**src/rtl/clk_div_n.sv**
```systemverilog
// Runtime-programmable clock divider: divided clock level plus one-cycle period tick.
// A new divisor is staged in a pending slot and applied only at a period wrap.
module clk_div_n #(
   parameter int WIDTH       = 8,
   parameter int DEFAULT_DIV = 3
) (
   input  logic             clk,
   input  logic             rst,
   input  logic             en,
   input  logic [WIDTH-1:0] div_in,
   input  logic             div_load,
   output logic             clk_div,
   output logic             tick,
   output logic [WIDTH-1:0] count,
   output logic [WIDTH-1:0] div_cur,
   output logic             pending,
   output logic             div_err
);

   localparam logic [WIDTH-1:0] DEFAULT_DIV_C = WIDTH'(DEFAULT_DIV);
   localparam logic [WIDTH-1:0] ZERO_C        = {WIDTH{1'b0}};
   localparam logic [WIDTH-1:0] ONE_C         = {{(WIDTH-1){1'b0}}, 1'b1};
   localparam logic [WIDTH-1:0] TWO_C         = {{(WIDTH-2){1'b0}}, 2'b10};

   // High-phase length ceil(d/2); never exceeds WIDTH bits for d <= 2^WIDTH-1.
   function automatic logic [WIDTH-1:0] high_len(input logic [WIDTH-1:0] d);
      return (d >> 1) + {{(WIDTH-1){1'b0}}, d[0]};
   endfunction

   logic [WIDTH-1:0] div_pend_r;
   logic [WIDTH-1:0] count_nxt_s;
   logic [WIDTH-1:0] div_nxt_s;
   logic             clk_div_nxt_s;
   logic             wrap_s;
   logic             load_ok_s;
   logic             load_bad_s;

   // Next-state computation for the phase counter, divisor and clock level.
   always_comb begin
      wrap_s        = 1'b0;
      count_nxt_s   = count;
      div_nxt_s     = div_cur;
      clk_div_nxt_s = clk_div;
      load_ok_s     = div_load && (div_in >= TWO_C);
      load_bad_s    = div_load && (div_in < TWO_C);
      if (en) begin
         if (count == (div_cur - ONE_C)) begin
            wrap_s      = 1'b1;
            count_nxt_s = ZERO_C;
            if (pending) begin
               div_nxt_s = div_pend_r;
            end else begin
               div_nxt_s = div_cur;
            end
         end else begin
            count_nxt_s = count + ONE_C;
         end
         clk_div_nxt_s = (count_nxt_s < high_len(div_nxt_s));
      end else begin
         count_nxt_s   = count;
         clk_div_nxt_s = clk_div;
      end
   end

   // State registers; a load in the wrap cycle re-arms pending after the wrap consumed the old value.
   always_ff @(posedge clk) begin
      if (rst) begin
         count      <= ZERO_C;
         div_cur    <= DEFAULT_DIV_C;
         div_pend_r <= ZERO_C;
         pending    <= 1'b0;
         clk_div    <= 1'b0;
         tick       <= 1'b0;
         div_err    <= 1'b0;
      end else begin
         count   <= count_nxt_s;
         div_cur <= div_nxt_s;
         clk_div <= clk_div_nxt_s;
         tick    <= wrap_s;
         div_err <= load_bad_s;
         if (load_ok_s) begin
            div_pend_r <= div_in;
            pending    <= 1'b1;
         end else if (wrap_s && pending) begin
            div_pend_r <= div_pend_r;
            pending    <= 1'b0;
         end else begin
            div_pend_r <= div_pend_r;
            pending    <= pending;
         end
      end
   end

endmodule
```
**config.mk**
```make
export PLATFORM = sky130hd
export DESIGN_NAME = clk_div_n
export DESIGN_NICKNAME = d
export VERILOG_FILES = /design/src/rtl/clk_div_n.sv
export SDC_FILE = /design/constraint.sdc
export NUM_CORES = 1
export LEC_CHECK = 0
export CAP_MARGIN = 30
export CORE_MARGIN = 5
export CORE_UTILIZATION = 55
export CTS_BUF_LIST = sky130_fd_sc_hd__clkbuf_4
export CTS_CLUSTER_SIZE = 28
export DETAILED_ROUTE_END_ITERATION = 7
export GPL_TIMING_DRIVEN = 0
export MAX_ROUTING_LAYER = met4
export PLACE_DENSITY_LB_ADDON = 0.1
export SYNTH_ARGS = -nofsm -noshare
export SYNTH_HDL_FRONTEND = slang
export SYNTH_SLANG_ARGS = --single-unit
```
**constraint.sdc**
```tcl
create_clock -name clk -period 4.55 [get_ports clk]
set_input_delay 0.6825 -clock clk [delete_from_list [all_inputs] [get_ports clk]]
set_output_delay 0.6825 -clock clk [all_outputs]
set_load 0.1 [all_outputs]
```
==> results.md, run 1 <==
* Final setup viols at 0
* Synth area leaders: dfxtp_1 (29%), ha_1 (7.0%), nand3_1 (5.4%), xnor2_1 (5.4%), nand2_1 (5.2%)
* Yosys warns at 0
* CTS tree: built
* Final hold violation count at 0
* Slew HR at 0.348
* Critical Path Sink Type: flip-flop
* Hold wc startpoint: div_pend_r[1]
* Total track usage at 0.198
* CTS root buffer: clkbuf_4
* DRT iter0 DRCs at 104
* CTS clk-pin slew, worst paths at 0.16 ns
* Initial Util at 0.580
* Avg Vias per Cell at 5.72
* Die width at 69.8 um
* Worst hold path class: flip-flop to flip-flop
* Latest clock arrival within the worst-skew pair at 0.33 ns
* Flops & latches, synth at 28
* EDFF count, synth at 0
* Outcome: finished clean
* Reg2Reg Launch Point: div_cur[3]
* Die Area at 4870 sq um
* P per Cell Area at 217 nW/um^2
* Synth cell types at 44
* Area Growth Syn to Fin at 20.4%
* WL final at 4760 um
* First-pass GRT wire length at 7870 um
* CP Launch Point: div_cur[3]
* Post-DR wirelength/cell at 14.7 um
* Total CTS buffers at 3
* IO Count at 32
* TNS Setup at 0 ns
* Synth area leader: dfxtp_1
* Max VDD drop at 0.138 mV
* DR pass1 iterations at 4
* GR Overflow Total at 0
* Fill count at 262
* # rows at 21
* Pin count of the biggest net entering global routing at 15
* Final hold slack at 0.489 ns
* Worst path required time at 4.80 ns
* Synthesized Nets at 269
* Core box area at 3390 sq um
* Clock sinks at 28
* Top-count cell post-synth: dfxtp_1
* Via count at 1,854
* Share of cells above drive strength 1 at 0.104
* Max cap viols at 0
* Power Total at 0.513 mW
* CP startpoint kind: flip-flop
* DP Wirelength at 3520 um
* FMAX at 0.233 GHz
* Fin crit period at 4.29 ns
* Detail Route Antenna Nets at 0
* Pins Over Slew Limit at 0
* NumNets Final at 303
* Pleak at 0.960 nW
* Post-synthesis sequential area ratio at 0.285
* Critical Path Fanout Max at 10
* # diodes at 0
* CTS H-Tree Depth at 1
* Setup CP Type: flip-flop to flip-flop
* Synthesized area per cell at 7.99 sq um
* Post-Syn Instances at 246
* Bufs on Longest Clock Path at 2
* Ys flop type: dfxtp_1
* Tcrit/Tclk final at 0.943
* Post-synth top cells: dfxtp_1 (28), nand2_1 (27), nor2_1 (25)
* Async set-reset flop share out of synthesis at 0
* # DRC at 0
* Crit path DAT at 4.54 ns
* Vias in the first global route at 1,680
* Clock Skew at 0.00663 ns
* Worst-margin pin slew at 0.975 ns
* Post-synth top area share at 0.285
* Placer congestion estimate at 0.925
* Initial antenna violation count at 0
* Port Buffers at 28
* Cell Area, Synth at 1960 sq um
* Die Ht at 69.8 um
## cells by family after synthesis
logic type	Yosys count	share of synthesized area
adder cells (fa/ha/maj)	11	0.0701
AO/OA/AOI/OAI	47	0.175
AND/OR/NAND/NOR	108	0.273
XOR/XNOR	19	0.0847
flip-flops	28	0.285
multiplexers	11	0.0580
buffers and inverters	22	0.0535
## sequential cells by signal, indices dropped and copies added (netlist names)
register / cells
pending: 1
div_pend_r: 8
count: 8
div_cur: 8
div_err: 1
clk_div: 1
tick: 1
## stage by stage
step,area [sq um],util,worst slack (ns),std cells
detailed placement,2310,0.681,0.235,320
global placement,2310,0.681,0.247,320
floorplan,1970,-,0.0360,246
global route,2370,0.698,-0.00690,324
finish,2370,0.698,0.262,324
CTS,2330,0.687,0.158,323
## cell type report
| type | instances | area (sq um) | share of cell area |
|---|---|---|---|
| buffer | 14 | 75.1 | 0.0317 |
| clock buffer | 3 | 22.5 | 0.00952 |
| inverter | 7 | 26.3 | 0.0111 |
| multi-input combinational | 196 | 1320 | 0.559 |
| sequential | 28 | 567 | 0.240 |
| tap | 46 | 57.6 | 0.0243 |
| timing repair buffer | 30 | 295 | 0.125 |
## power breakdown
group,internal (mW),switching (mW),total (mW)
clock,0.0311,0.0756,0.107
combinational,0.0492,0.0904,0.140
sequential,0.255,0.0117,0.266
total,0.335,0.178,0.513
## final timing paths
kind                                      end  cells after the start  slack, ns
worst max-delay path                  clk_div                     18       0.26
worst min-delay path            div_pend_r[1]                      2       0.49
worst max register to register        clk_div                     18       0.26
worst min register to register  div_pend_r[1]                      2       0.49
## worst max-delay path, cell delays in order, from the launching register on
cell and delay [ns]:
dfxtp_1 0.35, buf_6 0.14, nor3_2 0.27, nand4_1 0.20, a2111oi_4 0.45, o2111ai_4 0.24, mux2_2 0.32, ha_1 0.28
ha_1 0.27, and3_1 0.23, nand3_1 0.10, xor2_1 0.14, nor2_1 0.05, a21oi_1 0.20, ha_1 0.28, nor2b_1 0.13
o21ai_0 0.17, a31oi_1 0.11, nor4_1 0.28
## per-layer routing
| layer | share of wire | routed length [um] | GRT usage |
|---|---|---|---|
| met5 | 0 | 0 | - |
| met4 | 0.013 | 61 | 0.0426 |
| met3 | 0.061 | 291 | 0.0188 |
| met2 | 0.47 | 2230 | 0.318 |
| met1 | 0.46 | 2180 | 0.269 |
## repair_timing
action,CTS,global route
hold buffers,0,0
resized for setup,0,5
endpoints found under the setup margin,0,1
setup buffers,0,2
## layout by cell type, fill, tap and decap left out, types with 2 or more instances in the layout
cell / Yosys / routed
clkdlybuf4s50_1: 0 / 28
nand2_1: 27 / 27
nor2_1: 25 / 25
dfxtp_1: 28 / 23
nand3_1: 21 / 21
a21oi_1: 15 / 15
xnor2_1: 12 / 12
ha_1: 11 / 11
mux2i_1: 8 / 8
xor2_1: 7 / 7
and2_1: 7 / 7
inv_1: 7 / 7
a31oi_1: 6 / 6
nor3_1: 6 / 6
nor2b_1: 6 / 6
buf_2: 5 / 5
o21a_1: 5 / 5
clkbuf_1: 6 / 5
o21ai_0: 5 / 5
dfxtp_2: 0 / 5
nand4_1: 3 / 3
mux2_2: 3 / 3
and3_1: 3 / 3
nor4_1: 3 / 3
clkbuf_4: 0 / 3
buf_6: 2 / 2
o2111ai_4: 1 / 2
nor3b_1: 2 / 2
a211o_1: 2 / 2
buf_4: 0 / 2
(Power assumes the default switching activity.)
==> inputs of run 2 (changes only) <==
--- a/config.mk
+++ b/config.mk
@@ -12,7 +12,6 @@
 export CTS_CLUSTER_SIZE = 28
 export DETAILED_ROUTE_END_ITERATION = 7
 export GPL_TIMING_DRIVEN = 0
-export MAX_ROUTING_LAYER = met4
 export PLACE_DENSITY_LB_ADDON = 0.1
 export SYNTH_ARGS = -nofsm -noshare
 export SYNTH_HDL_FRONTEND = slang
==> results.md, run 2 (synthesis gave the netlist of run 1 again) <==
* Avg Vias per Cell at 5.72 (about the same)
* Area Growth Syn to Fin at 21.5% (was 20.4%)
* CTS tree: built (unchanged)
* Max cap viols at 0 (unchanged)
* NumNets Final at 304 (was 303)
* Final hold slack at 0.486 ns (was 0.489 ns)
* Share of cells above drive strength 1 at 0.100 (was 0.104)
* Initial Util at 0.580 (unchanged)
* Setup WS pre-CTS at 0.233 ns (was 0.235 ns)
* GR Overflow Total at 0 (unchanged)
* # DRC at 0 (unchanged)
* First-pass GRT wire length at 7930 um (was 7870 um)
* Critical Path Sink Type: flip-flop (unchanged)
* IO Count at 32 (unchanged)
* Final Non-Filler Cells at 326 (was 324)
* Top flop regs: count: 8 flops, div_cur: 8 flops, div_pend_r: 8 flops (unchanged)
* Total track usage at 0.194 (was 0.198)
* Final setup viols at 0 (unchanged)
* Most frequent cells in the layout: clkdlybuf4s50_1 (28), nand2_1 (27), nor2_1 (25), dfxtp_1 (24), nand3_1 (21) (was clkdlybuf4s50_1 (28), nand2_1 (27), nor2_1 (25), dfxtp_1 (23), nand3_1 (21))
* Worst hold path class: flip-flop to flip-flop (unchanged)
* Pin count of the biggest net entering global routing at 16 (was 15)
* Routing usage on met1 at 0.271 (was 0.269)
* FMAX at 0.235 GHz (was 0.233 GHz)
* Pins Over Slew Limit at 0 (unchanged)
* Setup CP Type: flip-flop to flip-flop (unchanged)
* Via count at 1,866 (was 1,854)
* Final hold violation count at 0 (unchanged)
* Initial antenna violation count at 0 (unchanged)
* Global Route met2 Usage at 0.308 (was 0.318)
* DR pass1 iterations at 4 (unchanged)
* Clock Skew at 0.0104 ns (was 0.00663 ns)
* Post-Route Utilization at 0.704 (was 0.698)
* Post-DR wirelength/cell at 14.5 um (was 14.7 um)
* Hold Crit Endpoint: div_pend_r[1] (unchanged)
* Hold Crit Depth at 2 (unchanged)
* Placer congestion estimate at 0.914 (was 0.925)
* Unrepaired setup endpoints after global routing: no
* DRT iter0 DRCs at 108 (was 104)
* Reg2Reg Launch Point: div_cur[0] (was div_cur[3])
* CTS clk-pin slew, worst paths at 0.16 ns (about the same)
* CTS root buffer: clkbuf_4 (unchanged)
* Fin crit period at 4.25 ns (was 4.29 ns)
* Worst-margin pin slew at 0.970 ns (was 0.975 ns)
* Total CTS buffers at 3 (unchanged)
* Critical Path Fanout Max at 7 (was 10)
* Die Area at 4870 sq um (unchanged)
* WL final at 4720 um (was 4760 um)
* Die Ht at 69.8 um (unchanged)
* Crit path DAT at 4.52 ns (was 4.54 ns)
* Worst setup margin at 0.296 ns (was 0.262 ns)
* Core box area at 3390 sq um (unchanged)
* Worst path required time at 4.82 ns (was 4.80 ns)
* Max VDD drop at 0.174 mV (was 0.138 mV)
* Latest clock arrival within the worst-skew pair at 0.34 ns (was 0.33 ns)
* R2r endpoint: clk_div (unchanged)
* # rows at 21 (unchanged)
* Slew HR at 0.352 (was 0.348)
* FF-to-FF path depth at 20 (was 18)
* Bufs on Longest Clock Path at 2 (unchanged)
* Clock sinks at 28 (unchanged)
* Tcrit/Tclk final at 0.935 (was 0.943)
* P per Cell Area at 216 nW/um^2 (was 217 nW/um^2)
* Outcome: finished clean (unchanged)
* GR met3 Demand/Resource at 0.0246 (was 0.0188)
* # diodes at 0 (unchanged)
* CP startpoint kind: flip-flop (unchanged)
* Detail Route Antenna Nets at 0 (unchanged)
* Hold wc startpoint: div_pend_r[1] (unchanged)
* DP Wirelength at 3550 um (was 3520 um)
* TNS Setup at 0 ns (unchanged)
* CTS H-Tree Depth at 1 (unchanged)
* Port Buffers at 28 (unchanged)
* Grt peak-use layer: met2 (unchanged)
* # placed instances at 320 (unchanged)
* Most common cell after layout, fill and taps aside: clkdlybuf4s50_1 (unchanged)
* Slack of the worst reg-to-reg path at 0.30 ns (was 0.26 ns)
* Pleak at 0.964 nW (was 0.960 nW)
* Die width at 69.8 um (unchanged)
* Vias in the first global route at 1,662 (was 1,680)
[run 2: cell count changes in the layout (fill, tap and decap cells not counted), sizes merged]
| cell | change |
|---|---|
| clkinv | +1 |
| clkbuf | +1 |
[run 2: cell type report]
type | instances | area [sq um]
Sequential cell | 28 | 566
Tap cell | 46 | 57.6
Clock buffer | 3 | 22.5
Fill cell | 280 | 1000
Clock inverter | 1 | 3.75
Buffer | 15 | 78.8
Inverter | 7 | 26.3
Multi-Input combinational cell | 196 | 1340
Timing Repair Buffer | 30 | 295
[run 2: metrics by stage]
step | total power, mW | cell area, sq um
CTS | 0.512 | 2330
finish | 0.515 | 2390
global placement | 0.403 | 2310
floorplan | 0.369 | 1970
global route | 0.537 | 2390
detailed placement | 0.406 | 2310
[run 2: layer usage]
metal	up-vias	routed length, um
met5	-	0
met4	0	65
met3	9	260
met2	47	2160
met1	870	2230
li1	940	-
[run 2: worst max-delay path, cell delays in order, from the launching register on]
cell and delay, ns:
dfxtp_2 0.39, inv_1 0.06, ha_1 0.25, nor4b_4 0.26, xnor2_1 0.20, nor4_4 0.07, buf_4 0.17, o2111ai_4 0.26
mux2_2 0.38, ha_1 0.27, ha_1 0.26, and3_1 0.22, nand3_1 0.10, xor2_1 0.14, nor2_1 0.06, a21oi_1 0.17
ha_1 0.27, nor2b_1 0.13, o21ai_1 0.15, a31oi_1 0.10, nor4_1 0.26
[run 2: worst max path at each step]
stage / from / slack [ns] / endpoint
floorplan: div_cur[3] / 0.04 / clk_div
global placement: count[7] / 0.28 / clk_div
detailed placement: count[7] / 0.23 / clk_div
CTS: count[7] / 0.16 / clk_div
global route: div_cur[0] / 0.02 / clk_div
finish: div_cur[0] / 0.30 / clk_div
[run 2: power by group]
group          total, mW  switching, mW  internal, mW
clock              0.110         0.0780        0.0324
combinational      0.138         0.0895        0.0482
sequential         0.266         0.0117         0.255
[run 2: repair_timing]
action / 4_1_cts / 5_1_grt
hold buffers: 0 / 0
resized for setup: 0 / 6
buffers inserted: 0 / 2
setup endpoints to repair: 0 / 1
